$ cat src/rtl/univ_shift_reg.sv
// Universal WIDTH-bit storage stage: hold, shift, rotate, load, clear and invert.
// Counts shift/rotate steps since the last load/clear (saturating at WIDTH) and
// emits a one-cycle registered pulse on the edge where the count first reaches WIDTH.
module univ_shift_reg #(
    parameter int               WIDTH     = 8,
    parameter logic [WIDTH-1:0] RESET_VAL = '0
) (
    input  logic                   clk,
    input  logic                   reset,
    input  logic                   en,
    input  logic [2:0]             mode,
    input  logic [WIDTH-1:0]       d,
    input  logic                   sin_r,
    input  logic                   sin_l,
    output logic [WIDTH-1:0]       q,
    output logic [WIDTH-1:0]       qb,
    output logic                   sout_r,
    output logic                   sout_l,
    output logic [$clog2(WIDTH):0] shift_cnt,
    output logic                   word_done
);

    localparam int CW = $clog2(WIDTH) + 1;
    localparam logic [CW-1:0] CNT_FULL = CW'(WIDTH);
    localparam logic [CW-1:0] CNT_LAST = CW'(WIDTH - 1);

    localparam logic [2:0] MODE_HOLD = 3'b000;
    localparam logic [2:0] MODE_SHR  = 3'b001;
    localparam logic [2:0] MODE_SHL  = 3'b010;
    localparam logic [2:0] MODE_LOAD = 3'b011;
    localparam logic [2:0] MODE_ROR  = 3'b100;
    localparam logic [2:0] MODE_ROL  = 3'b101;
    localparam logic [2:0] MODE_CLR  = 3'b110;
    localparam logic [2:0] MODE_INV  = 3'b111;

    logic [WIDTH-1:0] q_q, q_d;
    logic [CW-1:0]    cnt_q, cnt_d;
    logic             done_q, done_d;
    logic             step;

    // Next-state selection for data, step counter and word-done pulse.
    always_comb begin
        q_d    = q_q;
        cnt_d  = cnt_q;
        done_d = 1'b0;
        step   = 1'b0;
        if (en) begin
            case (mode)
                MODE_HOLD: q_d = q_q;
                MODE_SHR: begin
                    q_d  = {sin_r, q_q[WIDTH-1:1]};
                    step = 1'b1;
                end
                MODE_SHL: begin
                    q_d  = {q_q[WIDTH-2:0], sin_l};
                    step = 1'b1;
                end
                MODE_LOAD: begin
                    q_d   = d;
                    cnt_d = '0;
                end
                MODE_ROR: begin
                    q_d  = {q_q[0], q_q[WIDTH-1:1]};
                    step = 1'b1;
                end
                MODE_ROL: begin
                    q_d  = {q_q[WIDTH-2:0], q_q[WIDTH-1]};
                    step = 1'b1;
                end
                MODE_CLR: begin
                    q_d   = '0;
                    cnt_d = '0;
                end
                MODE_INV: q_d = ~q_q;
                default:  q_d = q_q;
            endcase
            // Direction does not matter: every shift or rotate is one step.
            // The pulse fires only on the WIDTH-1 -> WIDTH transition, so a
            // saturated counter never re-pulses until LOAD/CLR/reset rearms it.
            if (step && (cnt_q != CNT_FULL)) begin
                cnt_d  = cnt_q + 1'b1;
                done_d = (cnt_q == CNT_LAST);
            end
        end
    end

    // State registers with asynchronous active-high reset.
    always_ff @(posedge clk or posedge reset) begin
        if (reset) begin
            q_q    <= RESET_VAL;
            cnt_q  <= '0;
            done_q <= 1'b0;
        end else begin
            q_q    <= q_d;
            cnt_q  <= cnt_d;
            done_q <= done_d;
        end
    end

    assign q         = q_q;
    assign qb        = ~q_q;
    assign sout_r    = q_q[0];
    assign sout_l    = q_q[WIDTH-1];
    assign shift_cnt = cnt_q;
    assign word_done = done_q;

endmodule
$ cat config.mk
export PLATFORM = sky130hd
export DESIGN_NAME = univ_shift_reg
export DESIGN_NICKNAME = d
export VERILOG_FILES = /design/src/rtl/univ_shift_reg.sv
export SDC_FILE = /design/constraint.sdc
export NUM_CORES = 1
export LEC_CHECK = 0
export ABC_AREA = 1
export CAP_MARGIN = 25
export CORE_UTILIZATION = 40
export CTS_CLUSTER_DIAMETER = 100
export DETAILED_ROUTE_END_ITERATION = 7
export MAX_ROUTING_LAYER = met4
export PLACE_DENSITY = 0.79
export SLEW_MARGIN = 20
export SYNTH_ARGS = -nofsm -noshare
export SYNTH_HDL_FRONTEND = slang
export SYNTH_SLANG_ARGS = --single-unit
$ cat constraint.sdc
create_clock -name clk -period 2.08 [get_ports clk]
set_input_delay 0.208 -clock clk [delete_from_list [all_inputs] [get_ports clk]]
set_output_delay 0.208 -clock clk [all_outputs]
set_load 0.01 [all_outputs]
* Word level (Yosys, flattened, before mapping)
Cells that the tools add are included.
** Storage, ports and cells
- Register bits after elaboration :: 13
- Bits in latches :: 0
- Memory bits (writable) :: 0
- Memory bits (read-only) :: 0
- Bits of input ports :: 16
- Output and inout port bits :: 23
- Memories :: 0
** Cells by class
- Add/subtract/negate cells :: 1
- Multiply operators :: 0
- Div/mod/pow operators :: 0
- Magnitude comparators :: 0
- Equality and inequality tests :: 9
- Shift operators :: 0
- Mux-type cells :: 7
- Bitwise operators :: 2
- Reduce and logical (&&, ||, !) cells :: 7
** Operators by type and width (count)
- one-hot mux 8 bit (7 select lines) :: 1
- equality test 3 bit (second input constant) :: 4
- 2-to-1 mux 4 bit :: 2
- inverter 8 bit :: 1
- equality test 3 x 2 -> 1 bit (second input constant) :: 2
- adder 4 x 1 -> 4 bit (second input constant) :: 1
- equality test 4 x 3 -> 1 bit (second input constant) :: 1
- 2-to-1 mux 1 bit :: 4
- inequality test 4 bit (second input constant) :: 1
- AND reduction 2 bit :: 2
- OR reduction 4 bit :: 1
- equality test 3 x 1 -> 1 bit (second input constant) :: 1
- zero test 3 bit :: 1
- nonzero test 2 bit :: 1
- OR reduction 2 bit :: 1
- logical AND 1 bit :: 1
- inverter 1 bit :: 1

* Longest topological paths before layout
- Depth in word-level cells :: 7
- Depth in mapped cells :: 10
- Gate-level depth less buffers :: 9

* Worst setup path after synthesis
OpenSTA, ideal clock, no wires.
- Path type :: register to register
- Start :: register cnt_q[0] (netlist: shift_cnt[0])
- End :: register cnt_q[2] (netlist: shift_cnt[2])
- Data arrival time :: 1.044 ns
- Path slack :: 0.919 ns
- Stages on the path, launching flop included :: 9
- Buffers on the path :: 0
- Period minus slack after synthesis :: 1.161 ns
- Cell sequence :: dfrtp_1 > inv_1 > ha_1 > nand2_1 > nand2_2 > nand2_2 > nand2_2 > nand2_1 > nand2_1
** On the way
- Cells in the longest elaborated chain, start to end :: 4
- Elaborated cells between the ends (all ways) :: 6
- Classes of those cells :: add/sub: 1; eq/ne: 1; mux: 1; reduce/logical: 3
** RTL lines
- start: declaration :: line 37 : logic [CW-1:0] cnt_q, cnt_d;
- start signal: assignment :: line 95 : cnt_q <= cnt_d;
- branches (longest 4 deep; another with adder 4 x 1 -> 4 bit)
Parallel ways; which one is timed is not known.
A chain may end at the register's enable or synchronous reset.

* Final worst setup path
- Start :: register q_q[0] (netlist: q[0])
- End :: output port qb[0]
** On the way
- Cells in the longest elaborated chain, start to end :: 1
** RTL lines
- start: declaration :: line 36 : logic [WIDTH-1:0] q_q, q_d;
- start signal: assignment :: line 94 : q_q <= q_d;
- inverter 8 bit :: line 101 : assign qb = ~q_q;
- end: declaration :: line 16 : output logic [WIDTH-1:0] qb,
No other way between the ends.

==> impl_metrics.yaml <==
cts:
  path_clk_slew_ns: 0.09
  cts_buffer_depth: 2
  post_cts_resized: 0
  cts_hold_buffers: 0
  h-tree-depth: 1
  cts_buffers: 3
  clk_latency_ns: 0.28
  cts_sinks: 13
  cts_tree: "built"
  cts_root_buffer: "clkbuf_4"
  cts_setup_buffers: 0
cells_and_area:
  fin_nets: 201
  final_util_pct: 61.2
  multi_input_area_um2: 526
  drive_gt1_share_pct: 11.0
  n_antenna_cell: 0
  syn_to_final_growth_pct: 39.3
  mostFrequentLayoutCell: "clkdlybuf4s50_1"
  regArea_um2: 325
  fillers: 213
  mostFrequentLayoutCells: "clkdlybuf4s50_1 (38), nor2_1 (30), nand2_1 (30)"
die:
  die_area_um2: 2700
  die_h_um: 52.0
  num_rows: 17
  top_level_ports: 39
  coreArea_um2: 2280
  initial_utilization_pct: 43.9
  die-width_um: 52.0
routing:
  dr_total_vias: 1091
  ant_nets: 0
  post_drt_via_cell_ratio: 5.20
  drc: 0
  wl_per_cell_um: 12.3
  drt_iter0_drc: 47
  drt_first_pass_iters: 4
  drt-total-wl_um: 2590
synth:
  synth_cells: 145
  yosysTopAreaCell: "dfrtp_1"
  synth_area_leaders: "dfrtp_1 (33%), nand2_1 (11%), nor2_1 (11%)"
  syn_area_um2: 1000
  syn_area_per_cell_um2: 6.89
  synth_top_area_share_pct: 32.5
  ys_seq_area_share_pct: 32.5
  yosys_warnings: 0
  synth.distinct_cells: 26
  ys_ff_latch: 13
  syn-num-nets: 163
timing:
  period_minus_slack_ns: 1.61
  setup_viol: 0
  setup_tns_ns: 0
  skew_ns: 0.00880
  worst_slew_pin_slew_ns: 0.497
  rsz0062_at_grt: "false"
  fin_crit_sh_pct: 77.3
  hold_viol_final: 0
  maxClockFrequency_ghz: 0.622
  report.final.slew_viol_count: 0
  relSlewSlack_pct: 66.8
worst_setup_path:
  critPathKind: "flop to output pin"
  crit_cells: 2
  slowest_delay_ns: 0.57
  reg2reg_to: "shift_cnt[3]"
  critPathCapture: "qb[0]"
  cp_top_family: "buffers and inverters"
  r2r-start: "shift_cnt[0]"
  path_buf_inv: 2
  crit_fanout: 6
  slowest_stage: "clkdlybuf4s50_1"
  regToRegSetupSlack_ns: 0.80
  timing.critical_path.from: "q[0]"
  crit_path_end_kind: "output pin"
  rr_worst_depth: 8
  required_ns: 1.87
  start_kind: "flop"
  cp.arrival_ns: 1.40
  worstPathCellList: "inv_1 > clkdlybuf4s50_1"
grt:
  overflow: 0
  first_global_vias: 956
  grt_first_pass_wirelength_um: 4280
  grt_util_all_layers_pct: 22.4
  antenna_found_initial: 0
  grt_max_degree: 14
place:
  gp_congestion: 0.915
  dp_hpwl_um: 2020
  portBuffers: 38
power:
  leakage_nw: 0.659
  p_per_area_nw_per_um2: 713
  peakVddDrop_uv: 323
flow_run:
  maxCapViolations: 0
hold_path:
  hold_class: "input pin to asynchronous set/reset pin"
outcome:
  outcome: "complete, no violations"
kinds of logic (layout without fill, tap and decap cells):
| kind of cell | count (synthesis) | after routing | share of synthesized area [%] |
|---|---|---|---|
| xor+xnor | 2 | 2 | 1.75 |
| simple gates | 81 | 81 | 37.7 |
| fa+ha+maj | 2 | 2 | 2.50 |
| compound gates | 18 | 18 | 10.6 |
| buf+inv | 29 | 66 | 14.9 |
| flops | 13 | 13 | 32.5 |
area by class of cell:
type	instances	area share (%)
inverter	24	7.19
multi-input combinational	103	37.7
tap	28	2.52
clock buffer	4	1.89
timing repair buffer	38	27.3
sequential	13	23.4
metrics by stage:
step	hold slack, ns	worst slack [ns]	power, W	instances	instance area [µm²]
finish	0.250	0.472	0.000994	210	1390
global route	0.313	0.445	0.00106	210	1390
global placement	0.498	0.393	0.000814	206	1370
CTS	0.272	0.480	0.000993	210	1390
floorplan	0.0850	0.919	0.000592	145	1000
detailed placement	0.514	0.331	0.000836	206	1370
power breakdown:
group          switching [W]  internal [W]  leakage [nW]  total [W]
sequential         0.0000779      0.000302         0.160   0.000380
combinational       0.000213      0.000241         0.485   0.000454
clock              0.0000854     0.0000744        0.0150   0.000160
total               0.000376      0.000617         0.659   0.000994
layer usage:
metal	GRT usage, %	wire, µm	up-vias
met3	2.63	199	11
li1	-	-	525
met2	35.7	1280	63
met5	-	0	-
met1	27.9	1030	492
met4	11.3	80	0
synth_stat cells:
master / number
nand2_1: 30
nor2_1: 30
inv_1: 20
dfrtp_1: 13
a21oi_1: 8
a31oi_1: 6
nand3_1: 6
nand2_2: 5
buf_6: 3
a21oi_2: 2
buf_4: 2
ha_1: 2
inv_4: 2
nand2_4: 2
nand4_1: 2
nor3_1: 2
inv_2: 1
inv_6: 1
nand3_2: 1
nand3_4: 1
nor2_2: 1
nor2_4: 1
o21ai_0: 1
o22ai_1: 1
xnor2_1: 1
xor2_1: 1
state kept, by name, indices dropped and copies added (netlist names):
signal	cells
word_done	1
q	8
shift_cnt	4
worst min-delay path by stage:
| stage | startpoint | end | slack, ns |
|---|---|---|---|
| 2_1_floorplan | reset | q[0] | 0.08 |
| 3_3_place_gp | shift_cnt[3] | shift_cnt[3] | 0.50 |
| 3_5_place_dp | shift_cnt[3] | shift_cnt[3] | 0.51 |
| 4_1_cts | reset | q[5] | 0.27 |
| 5_1_grt | reset | q[2] | 0.31 |
| 6_report | reset | q[5] | 0.25 |
Power figures use the tool's default switching activity.
